==> src/rtl/fsk_symbol_sequencer_if.sv <==
// Byte stream interface feeding the FSK symbol sequencer.
// The master (typically a UART receiver) drives IN_DATA/IN_VALID, and the
// sequencer answers with IN_READY while its input FIFO has room.
interface fsk_symbol_sequencer_if;
  logic [7:0] IN_DATA;
  logic       IN_VALID;
  logic       IN_READY;

  modport master (output IN_DATA, output IN_VALID, input IN_READY);
  modport slave  (input IN_DATA, input IN_VALID, output IN_READY);
endinterface

==> src/rtl/fsk_symbol_sequencer.sv <==
// FSK symbol sequencer: buffers incoming bytes in a small FIFO and sends each
// one as a framed run of timed symbols (START, D0..D7 LSB-first, STOP).
// Each symbol selects MARK_BIN or SPACE_BIN on BIN and holds KEY high while a
// frame is on air. SYMBOL_STROBE marks the first cycle of every symbol.
// Optional build macro FSK_SEQ_PARITY_EN adds an even-parity symbol between
// D7 and STOP, which makes frames 11 symbols long instead of 10.
module fsk_symbol_sequencer #(
  parameter int CLK_FREQ    = 100000000,
  parameter int SYMBOL_RATE = 100,
  parameter int FIFO_DEPTH  = 4,
  parameter int MARK_BIN    = 20,
  parameter int SPACE_BIN   = 10
) (
  input  logic                      CLK,
  input  logic                      RST,
  input  logic                      ENABLE,
  fsk_symbol_sequencer_if.slave     stream,
  output logic [6:0]                BIN,
  output logic                      KEY,
  output logic                      BUSY,
  output logic                      SYMBOL_STROBE
);

  localparam int SC = CLK_FREQ / SYMBOL_RATE;
  localparam int CW = (SC > 1) ? $clog2(SC) : 1;
  localparam int AW = (FIFO_DEPTH > 1) ? $clog2(FIFO_DEPTH) : 1;
  localparam int NW = $clog2(FIFO_DEPTH + 1);

  localparam logic [CW-1:0] CNT_LAST = CW'(SC - 1);
  localparam logic [NW-1:0] FULL     = NW'(FIFO_DEPTH);
  localparam logic [6:0]    MARK     = 7'(MARK_BIN);
  localparam logic [6:0]    SPACE    = 7'(SPACE_BIN);

  // Reject parameter sets that would produce a fractional or degenerate
  // symbol period, a non-power-of-two FIFO, or indistinguishable bins.
  if (CLK_FREQ % SYMBOL_RATE != 0 || SC < 2) begin : g_bad_rate
    $error("fsk_symbol_sequencer: CLK_FREQ/SYMBOL_RATE must divide exactly and be >= 2");
  end
  if (FIFO_DEPTH < 2 || (FIFO_DEPTH & (FIFO_DEPTH - 1)) != 0) begin : g_bad_depth
    $error("fsk_symbol_sequencer: FIFO_DEPTH must be a power of two >= 2");
  end
  if (MARK_BIN < 0 || MARK_BIN > 127 || SPACE_BIN < 0 || SPACE_BIN > 127
      || MARK_BIN == SPACE_BIN) begin : g_bad_bins
    $error("fsk_symbol_sequencer: bins must be 0..127 and MARK_BIN != SPACE_BIN");
  end

  typedef enum logic [2:0] {IDLE, START, DATA, PARITY, STOP} state_t;

  // ---------------------------------------------------------------------------
  // Input FIFO
  // ---------------------------------------------------------------------------
  logic [7:0]    mem [FIFO_DEPTH];
  logic [AW-1:0] wr_ptr;
  logic [AW-1:0] rd_ptr;
  logic [NW-1:0] count;
  logic [NW-1:0] count_next;
  logic          ready_q;
  logic          push;
  logic          pop;
  logic          empty;

  assign push            = stream.IN_VALID && ready_q;
  assign empty           = (count == '0);
  assign stream.IN_READY = ready_q;

  // Occupancy after this cycle; a simultaneous push and pop leaves it unchanged.
  always_comb begin
    count_next = count;
    case ({push, pop})
      2'b10:   count_next = count + NW'(1);
      2'b01:   count_next = count - NW'(1);
      default: count_next = count;
    endcase
  end

  // FIFO pointers, occupancy and the registered ready flag (low while in reset).
  always_ff @(posedge CLK) begin
    if (RST) begin
      wr_ptr  <= '0;
      rd_ptr  <= '0;
      count   <= '0;
      ready_q <= 1'b0;
    end else begin
      if (push) wr_ptr <= wr_ptr + AW'(1);
      if (pop)  rd_ptr <= rd_ptr + AW'(1);
      count   <= count_next;
      ready_q <= (count_next != FULL);
    end
  end

  // Storage array needs no reset; the pointers define what is valid.
  always_ff @(posedge CLK) begin
    if (push) mem[wr_ptr] <= stream.IN_DATA;
  end

  // ---------------------------------------------------------------------------
  // Frame sequencer
  // ---------------------------------------------------------------------------
  state_t        state;
  state_t        state_next;
  logic [CW-1:0] cnt;
  logic [CW-1:0] cnt_next;
  logic [2:0]    bit_idx;
  logic [2:0]    bit_next;
  logic [7:0]    data_q;
  logic [7:0]    data_next;
  logic          sym_end;
  logic          can_start;
  logic [6:0]    bin_next;
  logic          key_next;
  logic          strobe_next;

  assign sym_end   = (cnt == CNT_LAST);
  assign can_start = ENABLE && !empty;
  assign BUSY      = (state != IDLE) || !empty;

  // State register plus registered outputs, so BIN/KEY only move on symbol edges.
  always_ff @(posedge CLK) begin
    if (RST) begin
      state         <= IDLE;
      cnt           <= '0;
      bit_idx       <= '0;
      data_q        <= '0;
      BIN           <= MARK;
      KEY           <= 1'b0;
      SYMBOL_STROBE <= 1'b0;
    end else begin
      state         <= state_next;
      cnt           <= cnt_next;
      bit_idx       <= bit_next;
      data_q        <= data_next;
      BIN           <= bin_next;
      KEY           <= key_next;
      SYMBOL_STROBE <= strobe_next;
    end
  end

  // Next-state logic: the symbol timer free-runs inside a frame, and a new
  // byte is popped either from IDLE or on the last STOP cycle for gapless frames.
  always_comb begin
    state_next = state;
    cnt_next   = sym_end ? '0 : cnt + CW'(1);
    bit_next   = bit_idx;
    data_next  = data_q;
    pop        = 1'b0;
    case (state)
      IDLE: begin
        cnt_next = '0;
        if (can_start) begin
          state_next = START;
          pop        = 1'b1;
          data_next  = mem[rd_ptr];
        end
      end
      START: begin
        if (sym_end) begin
          state_next = DATA;
          bit_next   = '0;
        end
      end
      DATA: begin
        if (sym_end) begin
          if (bit_idx == 3'd7) begin
`ifdef FSK_SEQ_PARITY_EN
            state_next = PARITY;
`else
            state_next = STOP;
`endif
          end else begin
            bit_next = bit_idx + 3'd1;
          end
        end
      end
`ifdef FSK_SEQ_PARITY_EN
      PARITY: begin
        if (sym_end) state_next = STOP;
      end
`endif
      STOP: begin
        if (sym_end) begin
          if (can_start) begin
            state_next = START;
            pop        = 1'b1;
            data_next  = mem[rd_ptr];
          end else begin
            state_next = IDLE;
          end
        end
      end
      default: begin
        state_next = IDLE;
        cnt_next   = '0;
      end
    endcase
  end

  // Output values for the coming cycle, derived from where the FSM is heading.
  always_comb begin
    bin_next    = MARK;
    key_next    = (state_next != IDLE);
    strobe_next = (state_next != IDLE) && (cnt_next == '0);
    case (state_next)
      START:   bin_next = SPACE;
      DATA:    bin_next = data_next[bit_next] ? MARK : SPACE;
      PARITY:  bin_next = (^data_next) ? MARK : SPACE;
      default: bin_next = MARK;
    endcase
  end

endmodule
==> src/flat_wrapper.sv <==
// flat-port wrapper written by rule: the top's interface ports become plain ports
module fsk_symbol_sequencer_flat 
#(
  parameter int CLK_FREQ    = 100000000,
  parameter int SYMBOL_RATE = 100,
  parameter int FIFO_DEPTH  = 4,
  parameter int MARK_BIN    = 20,
  parameter int SPACE_BIN   = 10
)
  (CLK, RST, ENABLE, BIN, KEY, BUSY, SYMBOL_STROBE, stream_IN_DATA, stream_IN_VALID, stream_IN_READY);
  fsk_symbol_sequencer_if stream_i ();
  input  logic CLK;
  input  logic RST;
  input  logic ENABLE;
  output logic [6:0] BIN;
  output logic KEY;
  output logic BUSY;
  output logic SYMBOL_STROBE;
  input wire logic [$bits(stream_i.IN_DATA)-1:0] stream_IN_DATA;
  input wire logic [$bits(stream_i.IN_VALID)-1:0] stream_IN_VALID;
  output wire logic [$bits(stream_i.IN_READY)-1:0] stream_IN_READY;
  assign stream_i.IN_DATA = stream_IN_DATA;
  assign stream_i.IN_VALID = stream_IN_VALID;
  assign stream_IN_READY = stream_i.IN_READY;
  fsk_symbol_sequencer #(.CLK_FREQ(CLK_FREQ), .SYMBOL_RATE(SYMBOL_RATE), .FIFO_DEPTH(FIFO_DEPTH), .MARK_BIN(MARK_BIN), .SPACE_BIN(SPACE_BIN)) u_core (.CLK(CLK), .RST(RST), .ENABLE(ENABLE), .stream(stream_i), .BIN(BIN), .KEY(KEY), .BUSY(BUSY), .SYMBOL_STROBE(SYMBOL_STROBE));
endmodule
==> config.mk <==
export PLATFORM = sky130hd
export DESIGN_NAME = fsk_symbol_sequencer_flat
export DESIGN_NICKNAME = d
export VERILOG_FILES = /design/src/rtl/fsk_symbol_sequencer_if.sv /design/src/rtl/fsk_symbol_sequencer.sv /design/src/flat_wrapper.sv
export SDC_FILE = /design/constraint.sdc
export NUM_CORES = 1
export LEC_CHECK = 0
export CAP_MARGIN = 20
export CORE_MARGIN = 1.5
export CORE_UTILIZATION = 50
export CTS_CLUSTER_DIAMETER = 80
export DETAILED_ROUTE_END_ITERATION = 8
export PLACE_DENSITY = 0.83
export SYNTH_ARGS = -nofsm -noshare
export SYNTH_HDL_FRONTEND = slang
export SYNTH_SLANG_ARGS = --single-unit
export TNS_END_PERCENT = 100
==> constraint.sdc <==
create_clock -name CLK -period 3 [get_ports CLK]
set_clock_uncertainty 0.15 [all_clocks]
set_input_delay 0.9 -clock CLK [delete_from_list [all_inputs] [get_ports CLK]]
set_output_delay 0.9 -clock CLK [all_outputs]
set_load 0.02 [all_outputs]
# Yosys cells after proc, flatten, opt, wreduce, memory -nomap -nowiden
# Memories as Yosys holds them, arrays and structs flattened. A register that Yosys moved wholly into a read port is not among the register bits.
# Cells that the tools add are included.
[word_totals]
register_bits = 51
ram_bits = 32
in_bits = 12
out_inout_bits = 11
elab_cells = 71
n_memories = 1
[mem_list]
columns = ["name", "words", "width", "read_ports", "rd_clocked_by_memory_dff", "write_ports", "line", "rtl"]
rows = [
  ["u_core.mem", 4, 8, 1, 1, 1, "fsk_symbol_sequencer.sv:52", "logic [7:0] mem [FIFO_DEPTH];"],
]
[op_classes]
add_sub_neg = 6
order_cmp = 1
n_eq_ne = 11
mux = 29
n_reduce_logical = 12
[op_table]
columns = ["operator", "n"]
rows = [
  ["two-way mux 20 bit", 2],
  ["two-way mux 3 bit", 8],
  ["one-hot mux 7 bit (3 select lines)", 1],
  ["adder 20 x 1 -> 20 bit, second input constant", 1],
  ["equality test 20 bit, second input constant", 1],
  ["logical NOT 20 bit", 1],
  ["two-way mux 8 bit", 2],
  ["one-hot mux 8 bit (2 select lines)", 1],
  ["one-hot mux 3 bit (2 select lines)", 2],
  ["one-hot mux 3 bit (4 select lines)", 1],
  ["two-way mux 5 bit", 2],
  ["equality test 3 x 2 -> 1 bit, second input constant", 3],
  ["XOR reduction 8 bit", 1],
  ["adder 3 x 1 -> 3 bit, second input constant", 2],
  ["equality test 3 x 1 -> 1 bit, second input constant", 2],
  ["equality test 3 bit, second input constant", 2],
  ["logical NOT 3 bit", 2],
  ["two-way mux 1 bit", 6],
  ["nonzero test 3 bit", 2],
  ["adder 2 x 1 -> 2 bit, second input constant", 2],
  ["< comparator 3 x 4 -> 1 bit, second input constant", 1],
  ["two-way mux 2 bit", 2],
  ["binary-select mux 1 bit (select 3 bit)", 1],
  ["logical AND 1 bit", 3],
  ["other kinds (8)", 8],
]

# Depth between registers and ports, before layout
[depth]
word_depth = 10
ltp_mapped = 14
depth_no_buf = 12

# Least setup slack after synthesis
# OpenSTA, ideal clock, no wires.
[synth_timing]
path_type = "reg2reg"
from = "register u_core.cnt[0]"
to = "register u_core.ready_q (netlist: u_core.stream.IN_READY)"
setup_ns = 0.071
t_arrival_ns = 2.716
required_ns = 2.779
setup_slack_ns = 0.064
stages_incl_launch_ff = 15
synth_period_minus_slack_ns = 2.936
path_cell_list = "dfxtp_1 -> ha_1 -> and3_1 -> clkbuf_1 -> and4_1 -> a31oi_1 -> buf_2 -> inv_1 -> ha_1 -> inv_1 -> fa_1 -> nor2b_1 -> nand2_1 -> o21ai_0 -> a21oi_1"
[synth_via]
elab_chain_len = 6
[synth_rtl]
columns = ["element", "line", "rtl"]
rows = [
  ["start, declared", "fsk_symbol_sequencer.sv:101", "logic [CW-1:0] cnt;"],
  ["start signal, assigned", "fsk_symbol_sequencer.sv:129", "cnt <= cnt_next;"],
  ["equality test 20 bit *", "fsk_symbol_sequencer.sv:113", "assign sym_end = (cnt == CNT_LAST);"],
  ["two-way mux 1 bit *", "fsk_symbol_sequencer.sv:180", "if (sym_end) begin"],
  ["one-hot mux 1 bit (2 select lines) *", "fsk_symbol_sequencer.sv:146", "case (state)"],
  ["named net u_core.pop", "fsk_symbol_sequencer.sv:59", "logic pop;"],
  ["equality test 2 x 1 -> 1 bit / equality test 2 bit (equally long branches)", "fsk_symbol_sequencer.sv:69", "case ({push, pop})"],
  ["one-hot mux 3 bit (2 select lines) *", "fsk_symbol_sequencer.sv:69", ""],
  ["!= test 3 bit *", "fsk_symbol_sequencer.sv:87", "ready_q <= (count_next != FULL);"],
  ["end signal, assigned", "fsk_symbol_sequencer.sv:87", ""],
  ["end, declared", "fsk_symbol_sequencer.sv:57", "logic ready_q;"],
]
# The timed path passes the listed nets; every way through them passes the cells marked *.
# A chain may end at the register's enable or synchronous reset.

# Worst setup path in the final report
[layout_timing]
from = "register u_core.count[0]"
to = "output BUSY"
[layout_via]
elab_chain_len = 3
[layout_rtl]
columns = ["element", "line", "rtl"]
rows = [
  ["start, declared", "fsk_symbol_sequencer.sv:55", "logic [NW-1:0] count;"],
  ["start signal, assigned", "fsk_symbol_sequencer.sv:86", "count <= count_next;"],
  ["logical NOT 3 bit", "fsk_symbol_sequencer.sv:63", "assign empty = (count == '0);"],
  ["logical NOT 1 bit", "fsk_symbol_sequencer.sv:115", "assign BUSY = (state != IDLE) || !empty;"],
  ["logical OR 1 bit", "fsk_symbol_sequencer.sv:115", ""],
  ["end, declared", "flat_wrapper.sv:17", "output logic BUSY;"],
]
# No other way between the ends.

==> results.py <==
metrics = {
    "die": {
        "rows": 31,
        "die_x_um": 89.7,
        "dieArea_um2": 8040,
        "core_um2": 7250,
        "die_h_um": 89.7,
        "initial_core_util": 0.518,
        "pin_count": 23,
    },
    "grt": {
        "grt_overflow_total": 0,
        "grt_pass1_vias": 2469,
        "antenna_found_initial": 0,
        "grt_max_degree": 26,
        "grtUsageTotal": 0.181,
        "grt_pass1_wl_um": 11100,
    },
    "cts": {
        "clock_path_buffers": 2,
        "cts.reportedPaths.clkPinSlew_ps": 90,
        "cts_tree": "yes",
        "cts.hold.buffers_added": 0,
        "cts_made_buffers": 9,
        "root_buffer": "clkbuf_8",
        "clock_latency_ps": 350,
        "htree_num_levels": 3,
        "cts.sinks": 80,
    },
    "logic_synthesis": {
        "synth_largest_area_cell": "dfxtp_1",
        "synth_edf_count": 32,
        "ys.flop_type": "dfxtp_1",
        "synthTopCellsByArea": "dfxtp_1 26%, edfxtp_1 26%, mux4_2 4.8%, nor2_1 4.8%, xnor2_1 3.7%",
        "yosysSeqAreaShare": 0.512,
        "synth_cells": 348,
        "synth-seq-cells": 80,
        "synth_area_um2": 3760,
        "yosysWarnings": 0,
        "synth.avg_cell_area_um2": 10.8,
        "synthTopCellsByCount": "48 x dfxtp_1, 48 x nor2_1, 32 x edfxtp_1",
        "async_flop_share": 0,
        "synth_top_area_frac": 0.256,
        "synth.distinct_cells": 51,
    },
    "critical_path": {
        "critPathMaxFanout": 5,
        "cp_slowest_stage_delay_ps": 420,
        "setup.worst_path.start_class": "flip-flop",
        "worstSetupEndpointType": "output pin",
        "crit_arrival_ps": 1850,
        "path_delay_family": "simple AND/OR/NAND/NOR gates",
        "path_class": "reg2out",
        "path_cells": "or3_1 > or4_1 > clkdlybuf4s15_1",
        "slowest_stage": "or3_1",
        "critPathRequiredTime_ps": 1950,
        "cp_num_buf_inv": 1,
    },
    "timing": {
        "hold_violations": 0,
        "fin_crit_ps": 2900,
        "worst_slew_pin_slew_ps": 559,
        "setup_viol": 0,
        "finalMaxSlewViolations": 0,
        "fin_crit_sh": 0.966,
        "max_freq_ghz": 0.345,
        "hold_slack_ps": 348,
        "rsz0062_at_grt": "false",
        "maxSlewHeadroom": 0.627,
    },
    "drt": {
        "detail-route-antenna-nets": 0,
        "wl_um": 6650,
        "drc": 0,
        "drt-pass1-iter-count": 4,
        "wl_per_cell_um": 14.0,
        "vias": 2626,
        "initialDrtViolationCount": 112,
        "post_drt_via_cell_ratio": 5.52,
    },
    "pwr": {
        "finalPower_w": 0.00279,
        "p_leak_nw": 1.53,
        "p_per_area_nw_per_um2": 656,
        "ir_drop_v": 0.000430,
    },
    "layout": {
        "seq_area_um2": 1920,
        "antenna_cells": 0,
        "num-nets-final": 392,
        "drive_above_1_share": 0.117,
        "post-route-cell-area_um2": 4250,
        "multi_input_area_um2": 1710,
        "synthToLayoutAreaGrowth_pct": 13.2,
        "fill_cells": 601,
        "fin_util": 0.586,
    },
    "place": {
        "dp_hpwl_um": 4760,
        "place_area_um2": 4070,
        "place_congestion": 0.888,
        "port_buffers": 19,
    },
    "job": {
        "max-cap-violations": 0,
    },
    "status": {
        "status": "finished clean",
    },
    "hold_path": {
        "hold_path_class": "reg2reg",
    },
}
sequential cells by signal (all words and copies together) (netlist names), named ones only:
signal and cells:
u_core.BIN 2, u_core.KEY 1, u_core.data_q 8, u_core.rd_ptr 2, u_core.wr_ptr 2, u_core.cnt 20
u_core.stream.IN_READY 1, u_core.count 3, u_core.bit_idx 3, u_core.SYMBOL_STROBE 1, u_core.mem 32, u_core.state 3
report_power, final:
| group | total, W | internal [W] | switching, W |
|---|---|---|---|
| Clock | 0.000719 | 0.000309 | 0.000410 |
| Sequential | 0.00135 | 0.00125 | 0.0000992 |
| Combinational | 0.000720 | 0.000361 | 0.000359 |
| Total | 0.00279 | 0.00192 | 0.000869 |
what timing repair did:
item                       CTS  global route
setup endpoints to repair    1             1
gates resized for setup      1             1
buffers inserted             0             0
worst paths after layout:
check	start	to	slack, ps	depth (start not counted)
worst max-delay path	u_core.count[0]	BUSY	100	3
worst min-delay path	u_core.cnt[0]	u_core.cnt[0]	350	1
worst max register to register	u_core.cnt[14]	u_core.stream.IN_READY	240	12
worst min register to register	u_core.cnt[0]	u_core.cnt[0]	350	1
worst reg2reg max path, stage by stage, from the launching register on:
cell,delay (ps)
dfxtp_1,450
nand4b_1,160
nor4b_1,380
buf_4,200
a31oi_1,110
inv_1,90
ha_1,170
inv_1,50
fa_1,370
xor2_1,150
nor2_1,110
xor2_1,180
a21oi_1,80
final cells by class:
type / instances / area share
tap: 99 / 0.0291
sequential: 80 / 0.452
clock buffer: 9 / 0.0291
inverter: 9 / 0.00795
timing repair buffer: 32 / 0.0677
clock inverter: 7 / 0.0127
multi-input combinational: 240 / 0.401
layer usage:
metal  part of all wire  vias up  global-route usage
li1                   -     1298                   -
met1               0.44     1269               0.217
met2               0.51       46               0.324
met3              0.027       13              0.0402
met4              0.017        0              0.0601
met5                  0        -                   0
cell usage in the layout, fill, tap and decap left out, types with 3 or more instances in the layout:
cell / netlist / routed
nand3_1: 12 / 12
nand4_1: 7 / 7
dfxtp_1: 48 / 48
edfxtp_1: 32 / 32
nor2b_1: 6 / 6
o211ai_1: 4 / 4
or3_1: 4 / 4
clkbuf_8: 0 / 9
conb_1: 1 / 3
and3_1: 9 / 9
xnor2_1: 16 / 16
mux4_2: 8 / 8
and4_1: 4 / 4
nor2_1: 48 / 48
a31oi_1: 6 / 6
mux2i_1: 13 / 13
a211oi_1: 6 / 6
and2_1: 7 / 7
buf_4: 5 / 13
nor3_1: 6 / 6
nand2_1: 19 / 19
inv_1: 9 / 9
clkdlybuf4s50_1: 0 / 18
xor2_1: 13 / 13
ha_1: 7 / 7
a21oi_1: 8 / 8
o21ai_0: 5 / 5
logic make-up (layout without fill, tap and decap cells):
| logic type | count (synthesis) | count (layout) | synth area share |
|---|---|---|---|
| compound gates | 42 | 42 | 0.0826 |
| xor+xnor | 29 | 29 | 0.0676 |
| fa+ha+maj | 8 | 8 | 0.0286 |
| buf+inv | 30 | 57 | 0.0360 |
| flops | 80 | 80 | 0.512 |
| mux | 22 | 22 | 0.0856 |
| other cells | 1 | 3 | 0.000998 |
| simple gates | 136 | 136 | 0.187 |
per-stage QoR:
stage | TNS (ps) | std cells | worst slack (ps)
floorplan | 0 | 350 | 63.8
global placement | -185 | 460 | -98.3
detailed placement | -451 | 460 | -165
CTS | 0 | 476 | 60.0
global route | 0 | 476 | 1.61
finish | 0 | 476 | 101
(Power assumes the default switching activity.)
